==> src/rtl/ucode_pkg.sv <==
// Shared encodings and microword field layout for the microcode sequencer.
// Field positions are functions of the width parameters so every file agrees on the layout.
package ucode_pkg;

    typedef enum logic [1:0] {
        SEL_INC  = 2'b00,
        SEL_JMP  = 2'b01,
        SEL_BR   = 2'b10,
        SEL_DISP = 2'b11
    } next_sel_e;

    typedef enum logic [1:0] {
        ST_BOOT = 2'd0,
        ST_RUN  = 2'd1,
        ST_HALT = 2'd2
    } state_e;

    // Microword layout, MSB first: next_sel[1:0] | wait | halt | cond_sel | target | ctrl
    function automatic int ctrl_width(int dw, int aw, int cw);
        return dw - 4 - cw - aw;
    endfunction

    function automatic int target_lsb(int dw, int aw, int cw);
        return ctrl_width(dw, aw, cw);
    endfunction

    function automatic int cond_lsb(int dw, int aw, int cw);
        return target_lsb(dw, aw, cw) + aw;
    endfunction

    function automatic int halt_bit(int dw, int aw, int cw);
        return cond_lsb(dw, aw, cw) + cw;
    endfunction

    function automatic int wait_bit(int dw, int aw, int cw);
        return halt_bit(dw, aw, cw) + 1;
    endfunction

    function automatic int sel_lsb(int dw, int aw, int cw);
        return wait_bit(dw, aw, cw) + 1;
    endfunction

endpackage

==> src/rtl/ucode_next_addr.sv <==
// Combinational next-address mux for the sequencer: increment, jump, branch, dispatch.
// All sums wrap modulo 2^ADDR_WIDTH.
module ucode_next_addr
    import ucode_pkg::*;
#(
    parameter int ADDR_WIDTH   = 8,
    parameter int COND_WIDTH   = 3,
    parameter int OPCODE_WIDTH = 5
) (
    input  next_sel_e                    sel_i,
    input  logic [ADDR_WIDTH-1:0]        upc_i,
    input  logic [ADDR_WIDTH-1:0]        target_i,
    input  logic [COND_WIDTH-1:0]        cond_sel_i,
    input  logic [(2**COND_WIDTH)-1:0]   cond_i,
    input  logic [OPCODE_WIDTH-1:0]      opcode_i,
    output logic [ADDR_WIDTH-1:0]        next_addr_o
);

    logic [ADDR_WIDTH-1:0] inc_addr;
    logic [ADDR_WIDTH-1:0] disp_addr;

    assign inc_addr  = upc_i + ADDR_WIDTH'(1);
    assign disp_addr = target_i + ADDR_WIDTH'(opcode_i);

    always_comb begin
        next_addr_o = inc_addr;
        case (sel_i)
            SEL_INC:  next_addr_o = inc_addr;
            SEL_JMP:  next_addr_o = target_i;
            SEL_BR:   next_addr_o = cond_i[cond_sel_i] ? target_i : inc_addr;
            SEL_DISP: next_addr_o = disp_addr;
            default:  next_addr_o = inc_addr;
        endcase
    end

endmodule

==> src/rtl/ucode_sequencer.sv <==
// Microcode sequencer: drives the ROM address combinationally from the UIR and loads
// the returned microword every cycle, with BOOT/RUN/HALT control and wait-for-ack holds.
module ucode_sequencer
    import ucode_pkg::*;
#(
    parameter int ADDR_WIDTH   = 8,
    parameter int DATA_WIDTH   = 24,
    parameter int COND_WIDTH   = 3,
    parameter int OPCODE_WIDTH = 5,
    parameter int RESET_ADDR   = 0
) (
    input  logic                                          clk,
    input  logic                                          reset_n,
    output logic [ADDR_WIDTH-1:0]                         rom_addr_o,
    input  logic [DATA_WIDTH-1:0]                         rom_data_i,
    input  logic [(2**COND_WIDTH)-1:0]                    cond_i,
    input  logic [OPCODE_WIDTH-1:0]                       opcode_i,
    input  logic                                          ack_i,
    input  logic                                          resume_i,
    output logic [DATA_WIDTH-4-COND_WIDTH-ADDR_WIDTH-1:0] ctrl_o,
    output logic [ADDR_WIDTH-1:0]                         upc_o,
    output logic                                          halted_o,
    output logic                                          step_o
);

    localparam int CTRL_W   = ctrl_width(DATA_WIDTH, ADDR_WIDTH, COND_WIDTH);
    localparam int TGT_LSB  = target_lsb(DATA_WIDTH, ADDR_WIDTH, COND_WIDTH);
    localparam int COND_LSB = cond_lsb(DATA_WIDTH, ADDR_WIDTH, COND_WIDTH);
    localparam int HALT_B   = halt_bit(DATA_WIDTH, ADDR_WIDTH, COND_WIDTH);
    localparam int WAIT_B   = wait_bit(DATA_WIDTH, ADDR_WIDTH, COND_WIDTH);
    localparam int SEL_LSB  = sel_lsb(DATA_WIDTH, ADDR_WIDTH, COND_WIDTH);
    localparam logic [ADDR_WIDTH-1:0] RST_ADDR = ADDR_WIDTH'(RESET_ADDR);

    state_e                  state_q, state_d;
    logic [DATA_WIDTH-1:0]   uir_q;
    logic [ADDR_WIDTH-1:0]   upc_q;
    logic                    halted_q;

    next_sel_e               uir_sel;
    logic                    uir_wait;
    logic                    uir_halt;
    logic [COND_WIDTH-1:0]   uir_cond_sel;
    logic [ADDR_WIDTH-1:0]   uir_target;
    logic [CTRL_W-1:0]       uir_ctrl;
    logic [ADDR_WIDTH-1:0]   next_addr;

    assign uir_sel      = next_sel_e'(uir_q[SEL_LSB +: 2]);
    assign uir_wait     = uir_q[WAIT_B];
    assign uir_halt     = uir_q[HALT_B];
    assign uir_cond_sel = uir_q[COND_LSB +: COND_WIDTH];
    assign uir_target   = uir_q[TGT_LSB +: ADDR_WIDTH];
    assign uir_ctrl     = uir_q[0 +: CTRL_W];

    ucode_next_addr #(
        .ADDR_WIDTH   (ADDR_WIDTH),
        .COND_WIDTH   (COND_WIDTH),
        .OPCODE_WIDTH (OPCODE_WIDTH)
    ) u_next_addr (
        .sel_i       (uir_sel),
        .upc_i       (upc_q),
        .target_i    (uir_target),
        .cond_sel_i  (uir_cond_sel),
        .cond_i      (cond_i),
        .opcode_i    (opcode_i),
        .next_addr_o (next_addr)
    );

    // Holding at upc makes the ROM re-present the same word, so the UIR reload is a no-op.
    always_comb begin
        rom_addr_o = upc_q;
        step_o     = 1'b0;
        state_d    = state_q;
        case (state_q)
            ST_BOOT: begin
                rom_addr_o = RST_ADDR;
                state_d    = ST_RUN;
            end
            ST_RUN: begin
                if (uir_halt) begin
                    state_d = ST_HALT;
                end else if (!(uir_wait && !ack_i)) begin
                    rom_addr_o = next_addr;
                    step_o     = 1'b1;
                end
            end
            ST_HALT: begin
                if (resume_i) begin
                    rom_addr_o = next_addr;
                    step_o     = 1'b1;
                    state_d    = ST_RUN;
                end
            end
            default: begin
                rom_addr_o = RST_ADDR;
                state_d    = ST_BOOT;
            end
        endcase
    end

    always_ff @(posedge clk or negedge reset_n) begin
        if (!reset_n) begin
            state_q  <= ST_BOOT;
            upc_q    <= RST_ADDR;
            uir_q    <= '0;
            halted_q <= 1'b0;
        end else begin
            state_q  <= state_d;
            upc_q    <= rom_addr_o;
            uir_q    <= rom_data_i;
            halted_q <= (state_d == ST_HALT);
        end
    end

    assign ctrl_o   = (state_q == ST_RUN) ? uir_ctrl : '0;
    assign upc_o    = upc_q;
    assign halted_o = halted_q;

endmodule

==> config.mk <==
export PLATFORM = sky130hd
export DESIGN_NAME = ucode_sequencer
export DESIGN_NICKNAME = d
export VERILOG_FILES = /design/src/rtl/ucode_pkg.sv /design/src/rtl/ucode_next_addr.sv /design/src/rtl/ucode_sequencer.sv
export SDC_FILE = /design/constraint.sdc
export NUM_CORES = 1
export LEC_CHECK = 0
export ABC_AREA = 0
export BUFFER_PORTS_ARGS = -buffer_cell sky130_fd_sc_hd__buf_4
export CAP_MARGIN = 40
export CORE_ASPECT_RATIO = 0.6
export CORE_MARGIN = 4
export CORE_UTILIZATION = 44
export DETAILED_ROUTE_END_ITERATION = 10
export PLACE_DENSITY = 0.76
export SLEW_MARGIN = 20
export SYNTH_ARGS = -nofsm -noshare
export SYNTH_HDL_FRONTEND = slang
export SYNTH_SLANG_ARGS = --single-unit
==> constraint.sdc <==
create_clock -name clk -period 1.8 [get_ports clk]
set_clock_uncertainty 0.05 [all_clocks]
set_input_delay 0.09 -clock clk [delete_from_list [all_inputs] [get_ports clk]]
set_output_delay 0.09 -clock clk [all_outputs]
set_load 0.02 [all_outputs]
# Yosys cells after proc, flatten, opt, wreduce, memory -nomap -nowiden
# Index checks and enable logic that the tools add are counted.
[classes]
n_addsub = 2
order_cmp = 1
eq_ne = 6
n_mux = 16
n_reduce_logical = 4
[op_table]
columns = ["cell", "n"]
rows = [
  ["two-way mux 8 bit", 4],
  ["case mux 8 bit (4 select lines)", 1],
  ["case mux 8 bit (2 select lines)", 1],
  ["two-way mux 9 bit", 1],
  ["adder 8 x 1 -> 8 bit, second input constant", 1],
  ["adder 8 x 5 -> 8 bit", 1],
  ["== test 2 bit, second input constant", 4],
  ["case mux 2 bit (3 select lines)", 1],
  ["== test 2 x 1 -> 1 bit, second input constant", 2],
  ["logical NOT 2 bit", 2],
  ["< comparator 3 x 4 -> 1 bit, second input constant", 1],
  ["two-way mux 1 bit", 4],
  ["two-way mux 2 bit", 2],
  ["binary-select mux 1 bit (select 3 bit)", 1],
  ["case mux 1 bit (2 select lines)", 1],
  ["logical AND 1 bit", 1],
  ["logical NOT 1 bit", 1],
]
[totals]
reg_bits = 35
inputBits = 41
output_inout_bits = 27
word_cells = 33

# Depth between registers and ports, before layout
# Gate-level depths: netlist of the first run.
[logic_depth]
word_depth = 7
depth_mapped = 8
mapped_depth_nobuf = 8

# Hierarchy
# A second synthesis of the first run with hierarchy kept.
[hier_totals]
hier_cells = 191
hier_area_um2 = 2063.2
[modules_own_cells]
columns = ["module", "n_inst", "cells_per_inst", "area_per_inst_um2", "seq_area_each_um2"]
rows = [
  ["ucode_sequencer", 1, 105, 1377.6, 875.8],
  ["ucode_next_addr", 1, 86, 685.7, 0.0],
]

# Worst setup path before layout of the first run
# No wires, ideal clock.
[synth_path]
kind = "reg-to-reg"
start = "reg uir_q[9]"
end = "reg upc_q[6] (netlist: upc_o[6])"
setup_time_ps = 173
arrival_time_ps = 2005
required_time_ps = 1577
path_slack_ps = -428
path_stages_with_launch = 8
path_buffers = 0
synth_period_minus_slack_ps = 2228
cell_sequence = "dfrtp_1 > ha_1 > fa_1 > a21o_1 > a211o_1 > nand4_1 > xor2_1 > o211ai_1"
[synth_between]
elab_chain_cells = 5
elab_cells_between_ends = 6
cone_classes = "add/sub: 1; mux: 5"
[synth_rtl]
columns = ["item", "line", "source"]
rows = [
  ["from (decl)", "ucode_sequencer.sv:35", "logic [DATA_WIDTH-1:0] uir_q;"],
  ["from (signal assigned)", "ucode_sequencer.sv:109", "uir_q <= rom_data_i;"],
  ["adder 8 x 5 -> 8 bit *", "ucode_next_addr.sv:23", "assign disp_addr = target_i + ADDR_WIDTH'(opcode_i);"],
  ["case mux 8 bit (4 select lines) *", "ucode_next_addr.sv:27", "case (sel_i)"],
  ["two-way mux 8 bit", "ucode_sequencer.sv:81", "end else if (!(uir_wait && !ack_i)) begin"],
  ["two-way mux 8 bit", "ucode_sequencer.sv:79", "if (uir_halt) begin"],
  ["case mux 8 bit (2 select lines) *", "ucode_sequencer.sv:73", "case (state_q)"],
  ["via rom_addr_o[6]", "ucode_sequencer.sv:14", "output logic [ADDR_WIDTH-1:0] rom_addr_o,"],
  ["to (signal assigned)", "ucode_sequencer.sv:108", "upc_q <= rom_addr_o;"],
  ["to (decl)", "ucode_sequencer.sv:36", "logic [ADDR_WIDTH-1:0] upc_q;"],
]
# Mark *: on every way through the listed nets, which the timed path passes. The rest lies on a longest branch.

# Final worst setup path of the first run
[layout_path]
start = "reg uir_q[18]"
end = "out rom_addr_o[6]"
[layout_between]
elab_chain_cells = 7
elab_cells_between_ends = 8
cone_classes = "mux: 8"
[layout_rtl]
columns = ["item", "line", "source"]
rows = [
  ["binary-select mux 1 bit (select 3 bit) *", "ucode_next_addr.sv:30", "SEL_BR: next_addr_o = cond_i[cond_sel_i] ? target_i : inc_addr;"],
  ["two-way mux 1 bit (not written as such) *", "ucode_next_addr.sv:30", ""],
  ["two-way mux 8 bit *", "ucode_next_addr.sv:30", ""],
  ["case mux 8 bit (4 select lines) *", "ucode_next_addr.sv:27", ""],
  ["two-way mux 8 bit", "ucode_sequencer.sv:81", ""],
  ["two-way mux 8 bit", "ucode_sequencer.sv:79", ""],
  ["case mux 8 bit (2 select lines) *", "ucode_sequencer.sv:73", ""],
  ["to (decl)", "ucode_sequencer.sv:14", ""],
]
# Mark *: on every way between the ends. The rest lies on a longest branch, timed or not. The select of a mux whose other input is x is not followed.

==> metrics.md, run 1 <==
| Metric | Value |
|---|---|
| DRT Wirelength | `6940 um` |
| Worst-Skew Late Latency | `0.29 ns` |
| Via density | `about 5.7` |
| Status | `finished, violations left` |
| CP arrival | `2.41 ns` |
| Crit Path Category | `reg2out` |
| Routed vias | `around 2000` |
| Slew margin rel. | `0.700` |
| N_diodes | `0` |
| Unrepaired setup endpoints after global routing | `true` |
| Clk sinks | `35` |
| # fillers | `169` |
| Gpl congestion | `0.887` |
| Setup slack, reg-to-reg | `-0.39 ns` |
| Post-synthesis async set-or-reset flop share | `1.00` |
| Maximum vdd drop | `0.729 mV` |
| Initial core utilization | `0.474` |
| Primary FF master, synth | `dfrtp_1` |
| Post-route DRC | `0` |
| HP Class | `in2async` |
| Final period util | `1.42` |
| Net Count, Synth | `between 200 and 250` |
| Crit-path leading delay family | `compound AO/OA/AOI/OAI gates` |
| WL/cell | `about 20 um` |
| CTS clock-pin slew for the worst setup and hold paths | `0.07 ns` |
| Input/output buffers | `67` |
| Initial antenna violation count | `0` |
| Share of layout cells above drive strength 1 | `0.505` |
| Area growth, synth to finish | `79.3%` |
| Total CTS buffers | `5` |
| DRT antenna net count | `0` |
| Final hold violations | `0` |
| CP max stage delay | `about 0.54 ns` |
| Final nets | `352` |
| Max-Cap Viols | `0` |
| Global-route wire length before repair | `just over 10000 um` |
| Least-Margin Pin Slew | `around 0.45 ns` |
| Slack of the critical path | `-0.749 ns` |
| Die width | `90.6 um` |
| Worst EP required | `1.66 ns` |
| Final setup viols | `17` |
| P per Cell Area | `1010 mW/mm^2` |
| Total grt overflow | `0` |
| FF-to-FF Start | `uir_q[9]$_DFF_PN0_` |
| Bufs and invs on worst path | `2` |
| Die Span Y | `57.6 um` |
| Post-DP HPWL | `3820 um` |
| FF+latch count, synth | `35` |
| DIE AREA | `0.00522 sq mm` |
| Register-to-Register Path Depth | `9` |
| CTS tree | `yes` |
| Netlist cell types | `46` |
| FMAX | `0.392 GHz` |
| DRT Pass-1 Iters | `4` |
| Total track usage | `0.255` |
| Vias in the first global route | `~2000` |
| Worst-path cell chain | `mux4_2 -> a22o_4 -> buf_6 -> or2b_1 -> o2111ai_2 -> o211ai_1 -> buf_4` |
| Largest net degree at the start of global routing | `36` |
| Total power | `0.00325 W` |
| P_leak | `1.59 nW` |
| Sequential element share of the synthesized area | `0.486` |
| Dpl cells | `slightly below 300` |
| RR Endpoint | `upc_o[3]$_DFF_PN0_` |
| YS warnings | `0` |
| Failing checks | `negative setup slack` |
| H-tree level count | `2` |
| Netlist Area Pre-Place | `0.00180 sq mm` |
| DR iter-0 viols | `approximately 170` |
| CP Capture Type | `output port` |
| Final Non-Filler Cells | `~350` |
| Mean Syn Cell Area | `11.4 sq um` |
| CTS root buffer | `clkbuf_8` |
| Final Max Slew Viols | `0` |
| Minimum clock period | `2.55 ns` |
| Maximum fanout along the worst path | `6` |
| Number of synthesized flops with an enable pin | `0` |
| Setup crit start kind | `flop` |
| Clock tree buffer depth | `2` |
| Syn Inst Count | `~160` |
| Core ar. | `roughly 0.0038 sq mm` |
| Std cell rows | `17` |
| Top-Level Pins | `68` |
| CP max stage cell | `mux4_2` |
## worst register-to-register path, delay by kind of cell (launching register included)
family	cells	cell delay, ns
compound gates	4	0.89
fa+ha+maj	1	0.19
flops	1	0.39
buf+inv	3	0.42
simple gates	1	0.15
## state kept, by name (all words and copies together) (netlist names)
signal    cells
halted_o      1
upc_o         8
uir_q        24
state_q       2
## cell usage after synthesis, drive strengths merged (2+ instances only)
| cell type | count | area, sq um |
|---|---|---|
| ha | 10 | 125 |
| a211o | 3 | 27.5 |
| nor2b | 2 | 12.5 |
| nor2 | 10 | 37.5 |
| nand2 | 8 | 30.0 |
| o2111ai | 2 | 17.5 |
| xnor2 | 2 | 17.5 |
| a221o | 3 | 31.3 |
| inv | 8 | 30.0 |
| o2bb2ai | 3 | 26.3 |
| a211oi | 2 | 15.0 |
| o21ai | 6 | 30.0 |
| a21o | 2 | 15.0 |
| nand2b | 3 | 18.8 |
| and2 | 11 | 68.8 |
| o211ai | 3 | 22.5 |
| nand4 | 6 | 43.8 |
| nand3 | 5 | 25.0 |
| xor2 | 6 | 52.6 |
| o31ai | 2 | 20.0 |
| a32oi | 2 | 17.5 |
| dfrtp | 35 | 876 |
| and3 | 4 | 25.0 |
| a21oi | 2 | 10.0 |
| mux4 | 2 | 45.0 |
## logic make-up after synthesis
family                     synth area share
AOI/OAI and AO/OA                     0.163
xor gates and xnor gates             0.0389
adders and majority gates            0.0805
buffers and inverters                0.0250
DFF                                   0.486
muxes                                0.0312
and+or+nand+nor                       0.176
## layer usage
metal  wire, um  track usage
met4        210       0.0588
met5          0            0
met2       3250        0.430
met1       2790        0.321
met3        684       0.0843
## layout by cell type, fill, tap and decap left out, types with 2 or more instances in the layout
cell type and count:
buf_4 100, dfrtp_1 35, dlygate4sd3_1 25, and2_1 11, buf_6 11, nor2_1 9, inv_1 6, xor2_1 6
nand2_1 6, nand4_1 5, ha_1 5, clkbuf_8 5, and3_1 4, nand3_1 3, o2bb2ai_1 3, o211ai_1 3
ha_2 3, nand2b_1 2, nor2b_1 2, o21ai_0 2, mux4_2 2, o21ai_2 2, nand3_2 2, a221o_1 2
xnor2_1 2, a211o_1 2, a21o_1 2, a32oi_1 2, ha_4 2, clkbuf_1 2
## per-stage QoR
stage / cell area (sq um) / hold slack [ns] / setup TNS [ns] / worst slack (ns) / utilization
6_report: 3230 / 0.237 / -8.18 / -0.749 / 0.849
5_1_grt: 3230 / 0.290 / -9.32 / -0.814 / 0.849
4_1_cts: 3110 / 0.202 / -5.95 / -0.609 / 0.817
3_5_place_dp: 2580 / 0.0157 / -3.59 / -0.322 / 0.679
3_3_place_gp: 2580 / 0.0165 / -3.38 / -0.319 / 0.679
2_1_floorplan: 1830 / -0.256 / -2.18 / -0.361 / -
## report_power, final
part           total (W)  switching (W)  internal, W
Combinational    0.00173       0.000887     0.000846
Clock           0.000563       0.000291     0.000272
Sequential      0.000958      0.0000821     0.000876
Total            0.00325        0.00126      0.00199
## worst max-delay path by stage
stage / end / startpoint / slack, ns / cells after the start
after floorplan: upc_o[6]$_DFF_PN0_ / uir_q[9]$_DFF_PN0_ / -0.36 / 7
after global placement: rom_addr_o[6] / uir_q[9]$_DFF_PN0_ / -0.32 / 8
after detailed placement: rom_addr_o[4] / uir_q[9]$_DFF_PN0_ / -0.32 / 8
after CTS: rom_addr_o[6] / uir_q[9]$_DFF_PN0_ / -0.61 / 8
after global routing: rom_addr_o[2] / uir_q[18]$_DFF_PN0_ / -0.81 / 6
final: rom_addr_o[6] / uir_q[18]$_DFF_PN0_ / -0.75 / 7
## cell type report
| cell class | instances | area [sq um] | share of cell area |
|---|---|---|---|
| clock buffers | 7 | 76.3 | 0.0236 |
| clock inverters | 1 | 5.00 | 0.00155 |
| inverters | 8 | 35.0 | 0.0108 |
| multi-input cells | 113 | 1040 | 0.321 |
| flip-flops and latches | 35 | 876 | 0.271 |
| well taps | 47 | 58.8 | 0.0182 |
| repair buffers | 137 | 1140 | 0.354 |
## what timing repair did
item | CTS | global route
hold buffers | 25 | 0
setup endpoints to repair | 17 | 17
pin swaps | 11 | 17
endpoints found under the hold margin | 59 | 0
buffers inserted | 10 | 8
gates resized for setup | 28 | 10
(Power assumes the default switching activity.)
==> run 2: changes to the inputs <==
- SKIP_CTS_REPAIR_TIMING: default -> 1
==> run 2 against run 1 <==
Compared with the run above: the flow still finishes with violations (negative setup slack); sequential power grew 0.7%; highest routed layer unchanged; setup slack gained 0.020 ns; critical path type unchanged; non-clock buffer count shrank 3; fmax grew 0.79%; combinational power is essentially flat; cell area shrank 1.7%; sequential cell count is the same; clock power shrank 0.7%; count of clock-buffer cells in the layout is the same.
==> metrics.md, run 2 (synthesis gave the netlist of run 1 again) <==
| Metric | Value |
|---|---|
| DRT Wirelength | `6700 um (was 6940 um)` |
| Largest net degree at the start of global routing | `36 (unchanged)` |
| Final Max Slew Viols | `0 (unchanged)` |
| H-tree level count | `2 (unchanged)` |
| Die width | `90.6 um (unchanged)` |
| Total power | `0.00323 W (was 0.00325 W)` |
| CP max stage delay | `0.40 ns (was 0.54 ns)` |
| Slew margin rel. | `0.709 (was 0.700)` |
| N_diodes | `0 (unchanged)` |
| Crit Path Category | `reg2out (unchanged)` |
| Status | `finished, violations left (unchanged)` |
| Bufs and invs on worst path | `1 (was 2)` |
| Max reg flops | `24 (unchanged)` |
| Final nets | `350 (was 352)` |
| Initial antenna violation count | `0 (unchanged)` |
| Placed Area | `0.00258 sq mm (unchanged)` |
| Post-route cell area | `0.00318 sq mm (was 0.00323 sq mm)` |
| Failing checks | `negative setup slack (unchanged)` |
| Commonest non-fill, non-tap cell in the layout | `buf_4 (unchanged)` |
| Maximum fanout along the worst path | `2 (was 6)` |
| Post-route DRC | `0 (unchanged)` |
| Total track usage | `0.187 (was 0.255)` |
| Total grt overflow | `0 (unchanged)` |
| Global-route wire length before repair | `7620 um (was 10300 um)` |
| Top reg by flops | `uir_q (unchanged)` |
| DR iter-0 viols | `156 (was 168)` |
| HP Class | `in2async (unchanged)` |
| CP arrival | `2.39 ns (was 2.41 ns)` |
| Gpl congestion | `0.887 (unchanged)` |
| Final setup viols | `17 (unchanged)` |
| Top-Level Pins | `68 (unchanged)` |
| Total CTS buffers | `5 (unchanged)` |
| DRT Pass-1 Iters | `4 (unchanged)` |
| Slack of the critical path | `-0.729 ns (was -0.749 ns)` |
| Die Span Y | `57.6 um (unchanged)` |
| CP Capture Type | `output port (unchanged)` |
| Dpl ws | `-0.322 ns (unchanged)` |
| CTS clock-pin slew for the worst setup and hold paths | `0.07 ns (about the same)` |
| Least-Margin Pin Slew | `0.437 ns (was 0.450 ns)` |
| CTS root buffer | `clkbuf_8 (unchanged)` |
| Setup crit start kind | `flop (unchanged)` |
| WL/cell | `19.4 um (was 19.9 um)` |
| Minimum clock period | `2.53 ns (was 2.55 ns)` |
| # fillers | `186 (was 169)` |
| CP max stage cell | `dfrtp_1 (was mux4_2)` |
| Max-Cap Viols | `0 (unchanged)` |
| Final hold violations | `0 (unchanged)` |
| DIE AREA | `0.00522 sq mm (unchanged)` |
| P per Cell Area | `1020 mW/mm^2 (was 1010 mW/mm^2)` |
| Maximum vdd drop | `0.705 mV (was 0.729 mV)` |
| Area growth, synth to finish | `76.2% (was 79.3%)` |
| Core ar. | `0.00381 sq mm (unchanged)` |
| P_leak | `1.58 nW (was 1.59 nW)` |
| Final period util | `1.41 (was 1.42)` |
| Worst-path cell chain | `ha_2 -> fa_2 -> a21o_1 -> a211o_1 -> nand4_1 -> xor2_1 -> o211ai_1 -> buf_4 (was mux4_2 -> a22o_4 -> buf_6 -> or2b_1 -> o2111ai_2 -> o211ai_1 -> buf_4)` |
| Worst EP required | `1.66 ns (about the same)` |
| Input/output buffers | `67 (unchanged)` |
| Crit-path leading delay family | `compound AO/OA/AOI/OAI gates (unchanged)` |
| Hold_ws | `0.223 ns (was 0.237 ns)` |
| Initial core utilization | `0.474 (unchanged)` |
| Unrepaired setup endpoints after global routing | `true (unchanged)` |
| Worst-Skew Late Latency | `0.29 ns (about the same)` |
| Routed vias | `2009 (was 1992)` |
| CTS tree | `yes (unchanged)` |
| FMAX | `0.395 GHz (was 0.392 GHz)` |
| Share of layout cells above drive strength 1 | `0.498 (was 0.505)` |
| Most frequent cells in the layout | `103 x buf_4, 35 x dfrtp_1, 25 x dlygate4sd3_1 (was 100 x buf_4, 35 x dfrtp_1, 25 x dlygate4sd3_1)` |
| DRT antenna net count | `0 (unchanged)` |
| Via density | `5.81 (was 5.72)` |
| Post-DP HPWL | `3820 um (unchanged)` |
| Clk sinks | `35 (unchanged)` |
| Clock tree buffer depth | `2 (unchanged)` |
| Std cell rows | `17 (unchanged)` |
| Vias in the first global route | `1556 (was 2044)` |
[run 2: report_power, final]
group / switching [W] / internal (W) / total, W
clock: 0.000288 / 0.000272 / 0.000559
combinational: 0.000862 / 0.000841 / 0.00170
sequential: 0.0000893 / 0.000876 / 0.000965
[run 2: path summary, 6_finish.rpt]
path / end / slack, ns / depth (start not counted) / from
setup / recovery: rom_addr_o[6] / -0.73 / 8 / uir_q[9]$_DFF_PN0_
hold / removal: uir_q[19]$_DFF_PN0_ / 0.22 / 2 / reset_n
setup reg to reg: upc_o[7]$_DFF_PN0_ / -0.41 / 10 / uir_q[9]$_DFF_PN0_
hold reg to reg: state_q[1]$_DFF_PN0_ / 0.55 / 2 / uir_q[20]$_DFF_PN0_
max in group asynchronous: uir_q[7]$_DFF_PN0_ / 1.15 / 2 / reset_n
min in group clk: state_q[1]$_DFF_PN0_ / 0.25 / 5 / resume_i
[run 2: through the flow]
| step | instances | setup TNS [ns] | util |
|---|---|---|---|
| global route | 346 | -8.38 | 0.834 |
| detailed placement | 298 | -3.59 | 0.679 |
| floorplan | 158 | -2.18 | - |
| finish | 346 | -7.63 | 0.834 |
| CTS | 306 | -6.71 | 0.700 |
| global placement | 298 | -3.38 | 0.679 |
[run 2: layout make-up]
type | count | area (sq um) | area share
clock buffer | 7 | 76.3 | 0.0240
multi-input combinational | 114 | 1040 | 0.327
inverter | 8 | 32.5 | 0.0102
clock inverter | 1 | 5.00 | 0.00158
sequential | 35 | 876 | 0.276
tap | 47 | 58.8 | 0.0185
timing repair buffer | 134 | 1090 | 0.343
[run 2: per-layer routing]
metal,GRT usage,share of wire,vias up
li1,-,-,864
met1,0.273,0.39,987
met2,0.274,0.49,130
met3,0.0619,0.092,28
met4,0.0327,0.027,0
met5,0,0,-
==> run 3: changes to the inputs <==
--- a/constraint.sdc
+++ b/constraint.sdc
@@ -3,3 +3,3 @@
 set_input_delay 0.09 -clock clk [delete_from_list [all_inputs] [get_ports clk]]
 set_output_delay 0.09 -clock clk [all_outputs]
-set_load 0.02 [all_outputs]
+set_load 0.005 [all_outputs]
==> run 3 against run 2 <==
Compared with the run above: global-route usage up 0.061 points; core utilization shrank 1.6 points; cell area is 1.9% lower; combinational power shrank 16%; setup slack better by 0.059 ns; critical endpoint is now rom_addr_o[1]; the run still ends with negative setup slack left; fmax grew 2.4%; sequential share of layout area rose by 0.57 points; via count fell by 9.7%; register-to-register slack better by 0.07 ns; largest cell class unchanged; wire length down 13%.
==> metrics.md, run 3 (synthesis gave the netlist of run 1 again) <==
| Metric | Value |
|---|---|
| Commonest non-fill, non-tap cell in the layout | `buf_4 (unchanged)` |
| Setup crit start kind | `flop (unchanged)` |
| DR iter-0 viols | `244 (was 156)` |
| Least-Margin Pin Slew | `0.437 ns (about the same)` |
| Post-DP HPWL | `3700 um (was 3820 um)` |
| Most frequent cells in the layout | `94 x buf_4, 34 x dfrtp_1, 25 x dlygate4sd3_1 (was 103 x buf_4, 35 x dfrtp_1, 25 x dlygate4sd3_1)` |
| Share of layout cells above drive strength 1 | `0.471 (was 0.498)` |
| Setup TNS | `-6.68 ns (was -7.63 ns)` |
| Total CTS buffers | `5 (unchanged)` |
| Routed vias | `1814 (was 2009)` |
| Maximum vdd drop | `0.519 mV (was 0.705 mV)` |
| Crit Path Category | `reg2out (unchanged)` |
| DRT Pass-1 Iters | `4 (unchanged)` |
| Worst-Skew Late Latency | `0.29 ns (about the same)` |
| Final Non-Filler Cells | `336 (was 346)` |
| Worst EP required | `1.66 ns (about the same)` |
| Initial antenna violation count | `0 (unchanged)` |
| Maximum fanout along the worst path | `8 (was 2)` |
| Top reg by flops | `uir_q (unchanged)` |
| Vias in the first global route | `1627 (was 1556)` |
| Initial core utilization | `0.474 (unchanged)` |
| Gpl congestion | `0.808 (was 0.887)` |
| Die Span Y | `57.6 um (unchanged)` |
| Final period util | `1.37 (was 1.41)` |
| HP Class | `in2reg (was in2async)` |
| Total power | `0.00324 W (was 0.00323 W)` |
| DIE AREA | `0.00522 sq mm (unchanged)` |
| Final hold violations | `0 (unchanged)` |
| CTS root buffer | `clkbuf_8 (unchanged)` |
| Max-Cap Viols | `0 (unchanged)` |
| Status | `finished, violations left (unchanged)` |
| Failing checks | `negative setup slack (unchanged)` |
| Unrepaired setup endpoints after global routing | `true (unchanged)` |
| Total grt overflow | `0 (unchanged)` |
| Final Max Slew Viols | `0 (unchanged)` |
| H-tree level count | `2 (unchanged)` |
| Core ar. | `0.00381 sq mm (unchanged)` |
| Final setup viols | `16 (was 17)` |
| Dpl cells | `295 (was 298)` |
| P per Cell Area | `1040 mW/mm^2 (was 1020 mW/mm^2)` |
| N_diodes | `0 (unchanged)` |
| WL/cell | `17.2 um (was 19.4 um)` |
| Total track usage | `0.188 (was 0.187)` |
| Via density | `5.40 (was 5.81)` |
| Final nets | `340 (was 350)` |
| CTS tree | `yes (unchanged)` |
| Multi-input logic area | `986 sq um (was 0.00104 sq mm)` |
| P_leak | `1.54 nW (was 1.58 nW)` |
| Clock tree buffer depth | `2 (unchanged)` |
| Largest net degree at the start of global routing | `36 (unchanged)` |
| Clk sinks | `35 (unchanged)` |
| DRT antenna net count | `0 (unchanged)` |
| Post-route DRC | `0 (unchanged)` |
| DRT Wirelength | `5790 um (was 6700 um)` |
| Top-Level Pins | `68 (unchanged)` |
| # fillers | `215 (was 186)` |
| FMAX | `0.405 GHz (was 0.395 GHz)` |
| Slew margin rel. | `0.708 (was 0.709)` |
| CTS clock-pin slew for the worst setup and hold paths | `0.07 ns (about the same)` |
| Area growth, synth to finish | `72.9% (was 76.2%)` |
| CP Capture Type | `output port (unchanged)` |
| FF/Latch Area | `877 sq um (was 876 sq um)` |
| Max reg flops | `24 (unchanged)` |
| Die width | `90.6 um (unchanged)` |
| Std cell rows | `17 (unchanged)` |
| Input/output buffers | `67 (unchanged)` |
| Slack of the critical path | `-0.670 ns (was -0.729 ns)` |
| Minimum clock period | `2.47 ns (was 2.53 ns)` |
| Global-route wire length before repair | `7850 um (was 7620 um)` |
| Final core occ | `0.819 (was 0.834)` |
| CP arrival | `2.33 ns (was 2.39 ns)` |
## run 3: changes by cell type in the layout (fill, tap and decap cells not counted), moves of 2 or more
cell / previous run / this run
clkbuf_1: 2 / 0
o21ai_2: 3 / 1
buf_4: 103 / 94
bufinv_16: 0 / 2
## run 3: cell type report
type                       instances  area share
sequential                        35       0.281
clock buffer                       5      0.0221
clock inverter                     3      0.0217
multi-input combinational        113       0.316
inverter                           8      0.0112
tap                               47      0.0189
timing repair buffer             125       0.328
## run 3: metal layers
layer | track usage | up-vias | wire length, um
li1 | - | 845 | -
met1 | 0.257 | 871 | 2430
met2 | 0.288 | 87 | 2830
met3 | 0.0540 | 11 | 446
met4 | 0.0654 | 0 | 87
met5 | 0 | - | 0
## run 3: power breakdown
part	switching (W)	total [W]	internal (W)
registers	0.0000846	0.000962	0.000877
logic	0.000654	0.00142	0.000762
clock network	0.000305	0.000858	0.000552
total	0.00104	0.00324	0.00219
## run 3: per-stage QoR
| step | hold slack (ns) | area, sq um | setup WS [ns] |
|---|---|---|---|
| global placement | 0.0182 | 2560 | -0.296 |
| detailed placement | 0.0169 | 2560 | -0.315 |
| CTS | -0.301 | 2700 | -0.656 |
| floorplan | -0.256 | 1830 | -0.106 |
| finish | 0.227 | 3120 | -0.670 |
| global route | 0.267 | 3120 | -0.781 |
## run 3: path summary, 6_finish.rpt
| kind | from | endpoint | slack (ns) | cells after the start |
|---|---|---|---|---|
| max in group asynchronous | reset_n | state_q[0]$_DFF_PN0_ | 1.10 | 2 |
| hold / removal | resume_i | state_q[1]$_DFF_PN0_ | 0.23 | 5 |
| setup reg to reg | uir_q[9]$_DFF_PN0_ | upc_o[6]$_DFF_PN0_ | -0.34 | 8 |
| setup / recovery | uir_q[18]$_DFF_PN0_ | rom_addr_o[1] | -0.67 | 6 |
| min in group asynchronous | reset_n | upc_o[6]$_DFF_PN0_ | 0.25 | 2 |
| hold reg to reg | uir_q[13]$_DFF_PN0_ | upc_o[4]$_DFF_PN0_ | 0.55 | 2 |
## run 3: worst max-delay path, stage by stage (launching register included)
cell and delay [ns]:
dfrtp_1 0.41, mux4_2 0.54, a22o_4 0.32, nor4b_4 0.32, buf_4 0.17, a221o_2 0.17, buf_6 0.10
